$ cat config.mk
export PLATFORM = sky130hd
export DESIGN_NAME = multi_voice_player
export DESIGN_NICKNAME = d
export VERILOG_FILES = /design/src/rtl/multi_voice_player.sv
export SDC_FILE = /design/constraint.sdc
export NUM_CORES = 1
export LEC_CHECK = 0
export CORE_MARGIN = 2
export CORE_UTILIZATION = 25
export DETAILED_ROUTE_END_ITERATION = 10
export PLACE_DENSITY_LB_ADDON = 0.15
export SETUP_SLACK_MARGIN = 0.15
export SLEW_MARGIN = 15
export SYNTH_ARGS = -nofsm -noshare
export SYNTH_HDL_FRONTEND = slang
export SYNTH_SLANG_ARGS = --single-unit
$ cat constraint.sdc
create_clock -name mclk -period 8.5 [get_ports mclk]
set_input_delay 0.85 -clock mclk [delete_from_list [all_inputs] [get_ports mclk]]
set_output_delay 0.85 -clock mclk [all_outputs]
set_load 0.02 [all_outputs]
$ cat src/rtl/multi_voice_player.sv
// Time-multiplexed N-voice clip player: fractional phase per voice, loop/one-shot, saturating mix.
// Define PLAYER_LERP_EN for linear interpolation (3 cycles/voice); default is nearest-lower sample (2 cycles/voice).
module multi_voice_player #(
    parameter  int CLIP_LEN   = 1024,
    parameter  int NUM_VOICES = 4,
    parameter  int INC_W      = 16,
    parameter  int FRAC_BITS  = 12,
    localparam int AW         = $clog2(CLIP_LEN),
    localparam int PW         = AW + FRAC_BITS,
    localparam int VW         = (NUM_VOICES > 1) ? $clog2(NUM_VOICES) : 1
) (
    input  logic                  mclk,
    input  logic                  rst,
    input  logic                  sample_tick,
    output logic [AW-1:0]         rd_addr,
    input  logic signed [15:0]    rd_data,
    input  logic                  note_valid,
    output logic                  note_ready,
    input  logic [VW-1:0]         note_voice,
    input  logic                  note_on,
    input  logic [INC_W-1:0]      note_inc,
    input  logic                  note_oneshot,
    output logic signed [15:0]    mix_sample,
    output logic                  mix_valid,
    output logic [NUM_VOICES-1:0] voice_active,
    output logic                  overrun
);

    localparam int ACC_W = 16 + $clog2(NUM_VOICES) + 1;
    localparam int SUM_W = ((PW > INC_W) ? PW : INC_W) + 1;
    localparam logic [SUM_W-1:0]        PHASE_END = SUM_W'(CLIP_LEN) << FRAC_BITS;
    localparam logic signed [ACC_W-1:0] SAT_MAX   = ACC_W'(32767);
    localparam logic signed [ACC_W-1:0] SAT_MIN   = ACC_W'(-32768);

    typedef enum logic [2:0] {
        S_IDLE,
        S_RD0,
        S_RD1,
        S_CALC,
        S_OUT
    } state_t;

    state_t                  state;
    logic [VW-1:0]           v;
    logic signed [ACC_W-1:0] acc;
    logic [PW-1:0]           phase [NUM_VOICES];
    logic [INC_W-1:0]        inc   [NUM_VOICES];
    logic [NUM_VOICES-1:0]   oneshot;

    logic                    note_fire;
    logic [PW-1:0]           cur_phase;
    logic [AW-1:0]           idx0;
    logic [VW-1:0]           nxt_v;
    logic [AW-1:0]           nxt_idx;
    logic                    last_voice;
    logic signed [16:0]      interp;
    logic signed [ACC_W-1:0] contrib;
    logic signed [ACC_W-1:0] acc_sum;
    logic signed [15:0]      sat_sample;
    logic [SUM_W-1:0]        phase_sum;

    assign note_ready = (state == S_IDLE);
    assign note_fire  = note_valid && note_ready;
    assign cur_phase  = phase[v];
    assign last_voice = (v == VW'(NUM_VOICES - 1));

    // A note for voice 0 in the tick cycle must already steer the first read address.
    assign idx0 = (note_fire && note_on && note_voice == '0) ? '0 : phase[0][PW-1:FRAC_BITS];

    always_comb begin
        nxt_v   = v + VW'(1);
        nxt_idx = '0;
        for (int i = 0; i < NUM_VOICES; i++) begin
            if (nxt_v == VW'(i)) nxt_idx = phase[i][PW-1:FRAC_BITS];
        end
    end

`ifdef PLAYER_LERP_EN
    localparam int PROD_W = 18 + FRAC_BITS;

    logic signed [15:0]       s0_q;
    logic signed [15:0]       s1;
    logic [AW-1:0]            cur_idx;
    logic [FRAC_BITS-1:0]     cur_frac;
    logic signed [16:0]       diff;
    logic signed [PROD_W-1:0] prod;
    logic signed [PROD_W-1:0] step;

    always_comb begin
        cur_idx  = cur_phase[PW-1:FRAC_BITS];
        cur_frac = cur_phase[FRAC_BITS-1:0];
        // One-shot voices never blend the last sample with the start of the clip.
        s1       = (oneshot[v] && cur_idx == AW'(CLIP_LEN - 1)) ? s0_q : rd_data;
        diff     = 17'(s1) - 17'(s0_q);
        prod     = PROD_W'(diff) * PROD_W'($signed({1'b0, cur_frac}));
        step     = prod >>> FRAC_BITS;
        interp   = 17'(s0_q) + $signed(step[16:0]);
    end
`else
    always_comb begin
        interp = 17'(rd_data);
    end
`endif

    always_comb begin
        contrib   = voice_active[v] ? ACC_W'(interp) : '0;
        acc_sum   = acc + contrib;
        phase_sum = SUM_W'(cur_phase) + SUM_W'(inc[v]);
        if (acc_sum > SAT_MAX)      sat_sample = 16'sh7fff;
        else if (acc_sum < SAT_MIN) sat_sample = 16'sh8000;
        else                        sat_sample = acc_sum[15:0];
    end

    always_ff @(posedge mclk or posedge rst) begin
        if (rst) begin
            state        <= S_IDLE;
            v            <= '0;
            acc          <= '0;
            rd_addr      <= '0;
            mix_sample   <= '0;
            mix_valid    <= 1'b0;
            overrun      <= 1'b0;
            voice_active <= '0;
            oneshot      <= '0;
            // NOTE: the per-voice arrays are a handful of flops, not a RAM, so they take the reset too.
            for (int i = 0; i < NUM_VOICES; i++) begin
                phase[i] <= '0;
                inc[i]   <= '0;
            end
`ifdef PLAYER_LERP_EN
            s0_q         <= '0;
`endif
        end else begin
            mix_valid <= 1'b0;
            if (sample_tick && state != S_IDLE) overrun <= 1'b1;

            case (state)
                S_IDLE: begin
                    if (note_fire) begin
                        for (int i = 0; i < NUM_VOICES; i++) begin
                            if (note_voice == VW'(i)) begin
                                inc[i]          <= note_inc;
                                oneshot[i]      <= note_oneshot;
                                voice_active[i] <= note_on;
                                if (note_on) phase[i] <= '0;
                            end
                        end
                    end
                    if (sample_tick) begin
                        acc     <= '0;
                        v       <= '0;
                        rd_addr <= idx0;
                        state   <= S_RD0;
                    end
                end

`ifdef PLAYER_LERP_EN
                S_RD0: begin
                    rd_addr <= cur_idx + AW'(1);
                    state   <= S_RD1;
                end

                S_RD1: begin
                    s0_q  <= rd_data;
                    state <= S_CALC;
                end
`else
                S_RD0: state <= S_CALC;
`endif

                S_CALC: begin
                    acc <= acc_sum;
                    if (voice_active[v]) begin
                        if (oneshot[v] && phase_sum >= PHASE_END) begin
                            voice_active[v] <= 1'b0;
                            phase[v]        <= '0;
                        end else begin
                            phase[v] <= phase_sum[PW-1:0];
                        end
                    end
                    if (last_voice) begin
                        mix_sample <= sat_sample;
                        mix_valid  <= 1'b1;
                        state      <= S_OUT;
                    end else begin
                        v       <= nxt_v;
                        rd_addr <= nxt_idx;
                        state   <= S_RD0;
                    end
                end

                S_OUT:   state <= S_IDLE;
                default: state <= S_IDLE;
            endcase
        end
    end

endmodule

After elaboration in Yosys (flattened, before gate mapping)
Index checks and enable logic that the tools add are counted.
{"block": "classes", "n_bitwise": 5, "magnitude_cmp": 7, "muxes": 53, "addsub": 3, "n_reduce_logical": 27, "eq_ne": 19}
{"op": "$mux W88", "n": 3}
{"op": "$mux W22", "n": 8}
{"op": "$pmux W88 S2", "n": 1}
{"op": "$and A88 B88 Y88", "n": 1}
{"op": "$bwmux W88", "n": 1}
{"op": "$not A88 Y88", "n": 1}
{"op": "$mux W10", "n": 7}
{"op": "$mux W16", "n": 4}
{"op": "$bmux W22 S2", "n": 1}
{"op": "$demux W22 S2", "n": 1}
{"op": "$reduce_and A5 Y1", "n": 8}
{"op": "$mux W19", "n": 2}
{"op": "$pmux W19 S2", "n": 1}
{"op": "$bmux W16 S2", "n": 1}
{"op": "$add A22 B16 Y23", "n": 1}
{"op": "$ge A23 B23 Y1 const B", "n": 1}
{"op": "$pmux W10 S2", "n": 1}
{"op": "$add A19 B19 Y19", "n": 1}
{"op": "$gt A19 B16 Y1 const B", "n": 1}
{"op": "$lt A19 B16 Y1 const B", "n": 1}
{"op": "$reduce_and A3 Y1", "n": 5}
{"op": "$mux W4", "n": 3}
{"op": "$ne A2 B1 Y1 const B", "n": 6}
{"op": "$eq A2 B2 Y1 const B", "n": 5}
{"op": "26 further kinds", "n": 49}
{"block": "totals", "regBits": 212, "output_inout_bits": 33, "elab_cells": 137, "inputBits": 40}

Logic depth before layout (Yosys ltp)
Gate-level depths: netlist of run 1.
{"block": "depth", "word_depth": 10, "mapped_depth": 17, "depth_no_buf": 11}

Least setup slack after synthesis of run 1
No wires, ideal clock.
{"block": "synth_path", "path_kind": "register to register", "startpoint": "register v[0]", "endpoint": "register phase[48] (netlist name)", "t_required_ps": 8434, "slack_ps": 4542, "arrival_time_ps": 3892, "synth_period_minus_slack_ps": 3958, "path_stages_with_launch": 16, "setup_ps": 66, "n_path_buf": 6, "cell_sequence": "dfrtp_1 -> buf_6 -> buf_4 -> buf_1 -> mux4_2 -> ha_1 -> a211oi_1 -> o21ai_0 -> a22o_1 -> a21o_1 -> clkbuf_1 -> a21oi_4 -> and2_1 -> buf_2 -> buf_4 -> a22o_1"}
{"block": "synth_via", "elab_chain_cells": 10, "word_cells_on_any_way": 27, "classes_between": "add/sub (1); order compare (3); eq/ne (1); mux (16); bitwise (3); reduce/logical (3)"}
{"element": "start: declaration", "line_no": "44", "rtl": "logic [VW-1:0] v;"}
{"element": "start signal: assignment", "line_no": "186", "rtl": "v <= nxt_v;"}
{"element": "$not A2 Y3 (implied by the code)"}
{"element": "$bmux W22 S2 (tied with other cells)", "line_no": "64", "rtl": "assign cur_phase = phase[v];"}
{"element": "$mux W22 (implied by the code) (tied with other cells) (2 in series)", "line_no": "64"}
{"element": "$add A22 B16 Y23 / $demux W22 S2 (equally long branches)", "line_no": "108, 176, 178"}
{"element": "$ge A23 B23 Y1 / $not A88 Y88 (equally long branches)"}
{"element": "$logic_and A1 B1 Y1 / $and A88 B88 Y88 (equally long branches)"}
{"element": "$mux W88", "line_no": "174", "rtl": "if (oneshot[v] && phase_sum >= PHASE_END) begin"}
{"element": "$mux W88", "line_no": "173", "rtl": "if (voice_active[v]) begin"}
{"element": "$pmux W88 S2", "line_no": "137", "rtl": "case (state)"}
{"element": "end signal: indexed assignment", "line_no": "178", "rtl": "phase[v] <= phase_sum[PW-1:0];"}
{"element": "end: declaration", "line_no": "46", "rtl": "logic [PW-1:0] phase [NUM_VOICES];"}
Several ways; a longest one is shown, not always the timed one. The select of a mux whose other input is x is not followed.
A chain may end at the register's enable or synchronous reset.

Final worst setup path of run 1
{"block": "layout_path", "startpoint": "register v[0]", "endpoint": "register mix_sample[7]"}
{"block": "layout_via", "elab_chain_cells": 7, "word_cells_on_any_way": 10, "classes_between": "add/sub (1); order compare (2); eq/ne (1); mux (5); reduce/logical (1)"}
{"element": "$bmux W1 S2", "line_no": "106", "rtl": "contrib = voice_active[v] ? ACC_W'(interp) : '0;"}
{"element": "$mux W1 (implied by the code)", "line_no": "106"}
{"element": "$mux W19", "line_no": "106"}
{"element": "$add A19 B19 Y19", "line_no": "107", "rtl": "acc_sum = acc + contrib;"}
{"element": "$lt A19 B16 Y1", "line_no": "110", "rtl": "else if (acc_sum < SAT_MIN) sat_sample = 16'sh8000;"}
{"element": "$mux W16", "line_no": "110"}
{"element": "$mux W16", "line_no": "109", "rtl": "if (acc_sum > SAT_MAX) sat_sample = 16'sh7fff;"}
{"element": "end signal: assignment", "line_no": "182", "rtl": "mix_sample <= sat_sample;"}
{"element": "end: declaration", "line_no": "23", "rtl": "output logic signed [15:0] mix_sample,"}
Several ways; a longest one is shown, not always the timed one. The select of a mux whose other input is x is not followed.

==> reports/results.ini, run 1 <==
[status]
status = finished, final reports clean

[power_and_ir_drop]
clkPwrFrac = 0.201
power_frac_seq = 0.290
intPower_mw = 3.34
comb_power_share = 0.509
ir_drop_mv = 0.174
power_density_mw_per_mm2 = 412
switching_share = 0.436
p_switching_mw = 2.58
p_leak_nw = 5.94

[route]
vias = 9372
remaining_drc_errors = 0
vias_per_cell = 5.19
postRouteAntennaNets = 0
finalWirelength_um = 37900
wl_per_cell_um = 21.0
drt_first_pass_iters = 5
drtIter0Drc = 595

[critical_path]
crit_buf_inv = 1
crit_type = register to register
crit_required_ns = 8.95
reg2reg_depth = 12
path_cells = mux4_2 > and2_1 > ha_1 > fa_1 > a211oi_1 > o211ai_2 > nand3_1 > a21oi_2 > xor2_2 > nor2_1 > buf_4 > a221oi_1
crit_family = compound AO/OA/AOI/OAI gates
critPathArrivalTime_ns = 5.51
start_kind = register
cpMaxStageDelayCell = mux4_2
cp.depth = 12
slowest_delay_ns = 0.77
crit_fanout = 21
endpoint_kind = register

[synthesis]
ys_seq_elements = 212
synth_seq_area_share = 0.440
synth_edf_count = 0
netlist_top_cells_count = dfrtp_1, nand2_1, a22o_1
syn_area_per_cell_um2 = 10.7
yosys-top-cells-area = dfrtp_1, mux4_2, a22o_1, mux2_2, nand2_1
synth_warnings = 0
ys_types = 72
syn_nets = 1211
syn_area_mm2 = 0.0121
synth_top_area_frac = 0.440
ys.flop_type = dfrtp_1
syn_inst = 1130
synth_largest_area_cell = dfrtp_1
yosysMostFrequentCell = dfrtp_1
async_flop_share = 1.00

[sta]
finalCritPeriodShare = 0.594
tightest_slew_ns = 1.14
fin_crit_ns = 5.05
finClkSkew_ns = 0.0202
hold_viol = 0
rsz0062_at_grt = no
hold_ws_ns = 0.466
maxSlewViolCount = 0
max_slew_margin = 0.237
finalSetupTns_ns = 0
fmax_ghz = 0.198
setup_viol = 0

[cts]
cts-buffers-inserted = 27
cts.sinks = 212
postCtsHoldBufs = 0
clk_path_buf_depth = 3
clockRootBuffer = clkbuf_16
cts_tree = yes
clock_latency_ns = 0.57
h-tree-depth = 1
cts_resized = 0
cts.clk_slew.worst_paths_ns = 0.06
postCtsSetupRepairBufs = 0

[cells_and_area]
areaGrowthSynthToFinish_pct = 18.9
stdcell_count = 1806
stdcell_area_mm2 = 0.0144
drive_gt1_frac = 0.168
num-nets-final = 1250
fillerInstances = 4866

[min_path]
whs_path_depth = 2
hp-class = register to register

[run]
drv_cap = 0

[grt]
grt_usage = 0.153
antenna_found_initial = 0
grt-ovfl-total = 0
grt_max_degree = 93
grt_first_pass_wirelength_um = 60100
grt_pass1_vias = 9670

[die]
start_util = 0.253
die_area_mm2 = 0.0501
io_pins = 73
rows = 80
core-area_mm2 = 0.0477
die_w_um = 224
fp.dieH_um = 224

[place]
dpl_cell_area_mm2 = 0.0134
portBuffers = 72
place_congestion = 0.792
dpl.hpwl_um = 24600
place_inst = 1755

per-layer routing:
layer / vias to the layer above / global-route usage / part of all wire
li1: 4347 / - / -
met1: 4800 / 0.226 / 0.50
met2: 189 / 0.240 / 0.45
met3: 36 / 0.0195 / 0.035
met4: 0 / 0.0323 / 0.018
met5: - / 0 / 0
metrics by stage:
stage               setup slack [ns]   util  power (mW)
global route                    2.99  0.300        6.38
floorplan                       1.86      -        3.81
finish                          3.45  0.301        5.92
detailed placement              3.37  0.281        4.76
global placement                3.49  0.281        4.75
CTS                             3.34  0.300        5.99
power groups by stage:
stage | combinational [mW] | sequential [mW] | clock [mW]
2_1_floorplan | 2.12 | 1.69 | 0
3_3_place_gp | 3.01 | 1.74 | 0
3_5_place_dp | 3.02 | 1.74 | 0
4_1_cts | 3.03 | 1.72 | 1.23
5_1_grt | 3.32 | 1.78 | 1.27
6_report | 3.01 | 1.71 | 1.19
final timing paths:
check,endpoint,slack (ns),from
worst max-delay path,mix_sample[7],3.45,v[0]
max in group asynchronous,voice_active[0],6.42,rst
worst min-delay path,inc[13],0.47,inc[13]
worst min register to register,inc[13],0.47,inc[13]
min in group asynchronous,inc[36],0.79,rst
worst max register to register,mix_sample[7],3.45,v[0]
kinds of logic after synthesis:
logic type      after synthesis  synth area share
fa+ha+maj                    41            0.0437
buf+inv                      98            0.0360
compound gates              336             0.205
simple gates                311             0.122
xor+xnor                     24            0.0180
flops                       212             0.440
mux                         108             0.136
layout by cell type, fill, tap and decap left out, drive strengths merged, types with 11 or more instances in the layout:
cell	instances
clkdlybuf4s50	72
nor3	22
mux4	40
buf	15
nand3	26
clkbuf	37
and2	20
o21ai	58
a31oi	11
mux2	52
xnor2	13
o2111ai	26
a22o	74
a21o	12
nor2	54
a221oi	16
a21oi	68
o211ai	14
inv	23
nand2	140
xor2	11
dfrtp	212
mux2i	16
ha	39
cell type report:
cell class	instances	area, um^2	area share
Multi-Input combinational cell	820	6420	0.448
Clock inverter	13	143	0.00994
Sequential cell	212	5310	0.370
Inverter	21	86.3	0.00602
Clock buffer	37	783	0.0546
Antenna cell	1	2.50	0.000174
Timing Repair Buffer	87	833	0.0581
Tap cell	615	769	0.0536
registers in the layout, summed over array words and instances (netlist names):
name	flops
inc	64
mix_valid	1
mix_sample	16
acc	19
state	3
v	2
overrun	1
voice_active	4
oneshot	4
phase	88
rd_addr	10
worst reg2reg max path, stage by stage, from the launching register on:
cell	delay [ns]
dfrtp_4	0.71
mux4_2	0.78
and2_1	0.25
ha_1	0.21
fa_1	0.43
a211oi_1	0.44
o211ai_2	0.20
nand3_1	0.18
a21oi_2	0.09
xor2_2	0.69
nor2_1	0.39
buf_4	0.30
a221oi_1	0.28
No activity file was read; power rests on OpenSTA's default activity.
==> inputs of run 2 (changes only) <==
==> constraint.sdc (replaced) <==
create_clock -name mclk -period 4.1 [get_ports mclk]
set_input_delay 0.41 -clock mclk [delete_from_list [all_inputs] [get_ports mclk]]
set_output_delay 0.41 -clock mclk [all_outputs]
set_load 0.02 [all_outputs]
==> run 2 against run 1 <==
Compared with the run above: sequential share of layout area fell by 0.65 points; first-iteration DRC count rose by 12%; die area did not move; setup slack got worse by 3.1 ns; clock-buffer cell count rose by 4; wire length fell by 0.91%; register-to-register slack got worse by 3.1 ns; highest routed layer unchanged; critical path depth did not move; utilization rose by 0.54 points; total power rose by 110%; fmax rose by 35%; clock power rose by 110%.
==> reports/results.ini, run 2 (synthesis gave the netlist of run 1 again) <==
[die]
core-area_mm2 = 0.0477  ; unchanged
die_area_mm2 = 0.0501  ; unchanged
io_pins = 73  ; unchanged
fp.dieH_um = 224  ; unchanged
rows = 80  ; unchanged
start_util = 0.253  ; unchanged
die_w_um = 224  ; unchanged

[sta]
fmax_ghz = 0.267  ; +35%
maxSlewViolCount = 0  ; unchanged
max_slew_margin = 0.234  ; -0.00300
rsz0062_at_grt = yes
fin_crit_ns = 3.75  ; -1.30 ns
tightest_slew_ns = 1.15  ; +0.00449 ns
hold_viol = 0  ; unchanged
hold_ws_ns = 0.421  ; -0.0450 ns
finClkSkew_ns = 0.0134  ; -0.00677 ns
setup_viol = 0  ; unchanged
finalCritPeriodShare = 0.915  ; +0.320
finalSetupTns_ns = 0  ; unchanged

[cells_and_area]
antenna-diode-count = 0  ; -1
largest-register = phase
drive_gt1_frac = 0.185  ; +0.0171
final_cell_mix = dfrtp_1, nand2_1, a22o_1
areaGrowthSynthToFinish_pct = 21.0
biggestRegsByFlops = phase (88), inc (64), acc (19)
stdcell_count = 1830  ; +1.3%
final_common_cell = dfrtp_1
fillerInstances = 4859  ; -0.14%
largest_reg_flops = 88  ; unchanged
num-nets-final = 1276  ; +2.1%

[cts]
h-tree-depth = 1  ; unchanged
cts_tree = yes
clock_latency_ns = 0.56  ; about the same
cts-buffers-inserted = 28  ; +3.7%
clockRootBuffer = clkbuf_16
clk_path_buf_depth = 3  ; unchanged
cts.sinks = 212  ; unchanged
cts_resized = 0  ; unchanged
postCtsSetupRepairBufs = 0  ; unchanged
cts.clk_slew.worst_paths_ns = 0.06  ; about the same
postCtsHoldBufs = 0  ; unchanged

[critical_path]
start_kind = register
r2r_slack_ns = 0.35  ; -3.10 ns
crit_type = register to register
crit_fanout = 20  ; -4.8%
reg2reg_depth = 12  ; unchanged
rr_endpoint = mix_sample[10]
crit_required_ns = 4.56  ; -4.39 ns
slowest_delay_ns = 0.52  ; -0.25 ns
critPathArrivalTime_ns = 4.21  ; -1.30 ns
endpoint_kind = register
reg2reg_from = v[0]
path_cells = mux4_2 > buf_4 > and2_1 > ha_1 > a211oi_1 > o21ai_2 > o2111ai_2 > a211oi_1 > nor3_4 > buf_4 > o2111ai_1 > a221oi_2
cpMaxStageDelayCell = mux4_2

[grt]
grt_first_pass_wirelength_um = 58700  ; -2.3%
antenna_found_initial = 0  ; unchanged
grt_pass1_vias = 9459  ; -2.2%
grt_usage = 0.150  ; -0.00307
grt_max_degree = 56  ; -40%
grt-ovfl-total = 0  ; unchanged

[route]
vias_per_cell = 5.13  ; -1.1%
postRouteAntennaNets = 0  ; unchanged
remaining_drc_errors = 0  ; unchanged
drtIter0Drc = 667  ; +12%
vias = 9392  ; +0.21%
wl_per_cell_um = 20.5  ; -2.2%
finalWirelength_um = 37500  ; -0.91%
drt_first_pass_iters = 5  ; unchanged

[status]
status = finished, final reports clean

[place]
place_inst = 1780  ; +1.4%
portBuffers = 72  ; unchanged
place_congestion = 0.760  ; -4.0%
dpl.hpwl_um = 25100  ; +2.1%

[run]
drv_cap = 0  ; unchanged

[power_and_ir_drop]
power_density_mw_per_mm2 = 860  ; +110%
ir_drop_mv = 0.284  ; +63%
fin_total_pwr_mw = 12.6  ; +110%
p_leak_nw = 6.08  ; +2.4%

[min_path]
hp-class = input port to async pin

==> run 2: changes by cell type in the layout (fill, tap and decap cells not counted), moves of 2 or more <==
cell | previous run | this run
buf_4 | 15 | 34
o221ai_2 | 0 | 2
clkinv_2 | 6 | 3
clkbuf_1 | 3 | 7
nor2_4 | 1 | 3
buf_12 | 0 | 5
o221ai_4 | 3 | 1
nor2_2 | 4 | 2
==> run 2: cell type report <==
cell class,instances,area [um^2],share of cell area
repair buffers,112,1090,0.0744
multi-input cells,820,6410,0.439
clock inverters,9,138,0.00942
flip-flops and latches,212,5310,0.364
clock buffers,41,810,0.0554
well taps,615,769,0.0527
inverters,21,82.6,0.00565
==> run 2: critical path, delay by kind of cell, from the launching register on <==
family                     cells  cell delay (ns)
DFF                            1             0.46
and+or+nand+nor                2             0.44
AOI/OAI and AO/OA              6             1.50
buffers and inverters          2             0.43
muxes                          1             0.52
adders and majority gates      1             0.30
==> run 2: power breakdown <==
part           leakage, nW  switching [mW]  internal, mW
logic                 2.87            3.85          2.69
clock network        0.462           0.967          1.55
registers             2.75           0.556          2.94
total                 6.08            5.38          7.18
==> run 2: worst max path at each step <==
stage | from | slack, ns | cells past startpoint | to
after floorplan | v[0] | 0.17 | 15 | phase[48]
after global placement | v[0] | 0.32 | 12 | mix_sample[11]
after detailed placement | v[0] | 0.28 | 13 | mix_sample[8]
after CTS | v[0] | 0.25 | 13 | mix_sample[8]
after global routing | v[0] | 0.09 | 12 | mix_sample[7]
final | v[0] | 0.35 | 12 | mix_sample[10]
==> run 2: routing by layer <==
layer,wire length [um],global-route usage,up-vias
met5,0,0,-
met2,16800,0.232,182
met4,598,0.0297,0
met1,18700,0.224,4789
li1,-,-,4391
met3,1340,0.0215,30
==> run 2: stage by stage <==
| stage | setup WS, ns | instance area, um^2 | utilization |
|---|---|---|---|
| CTS | 0.252 | 14600 | 0.305 |
| finish | 0.350 | 14600 | 0.306 |
| floorplan | 0.169 | 12100 | - |
| detailed placement | 0.281 | 13600 | 0.285 |
| global placement | 0.317 | 13600 | 0.285 |
| global route | 0.0884 | 14600 | 0.306 |
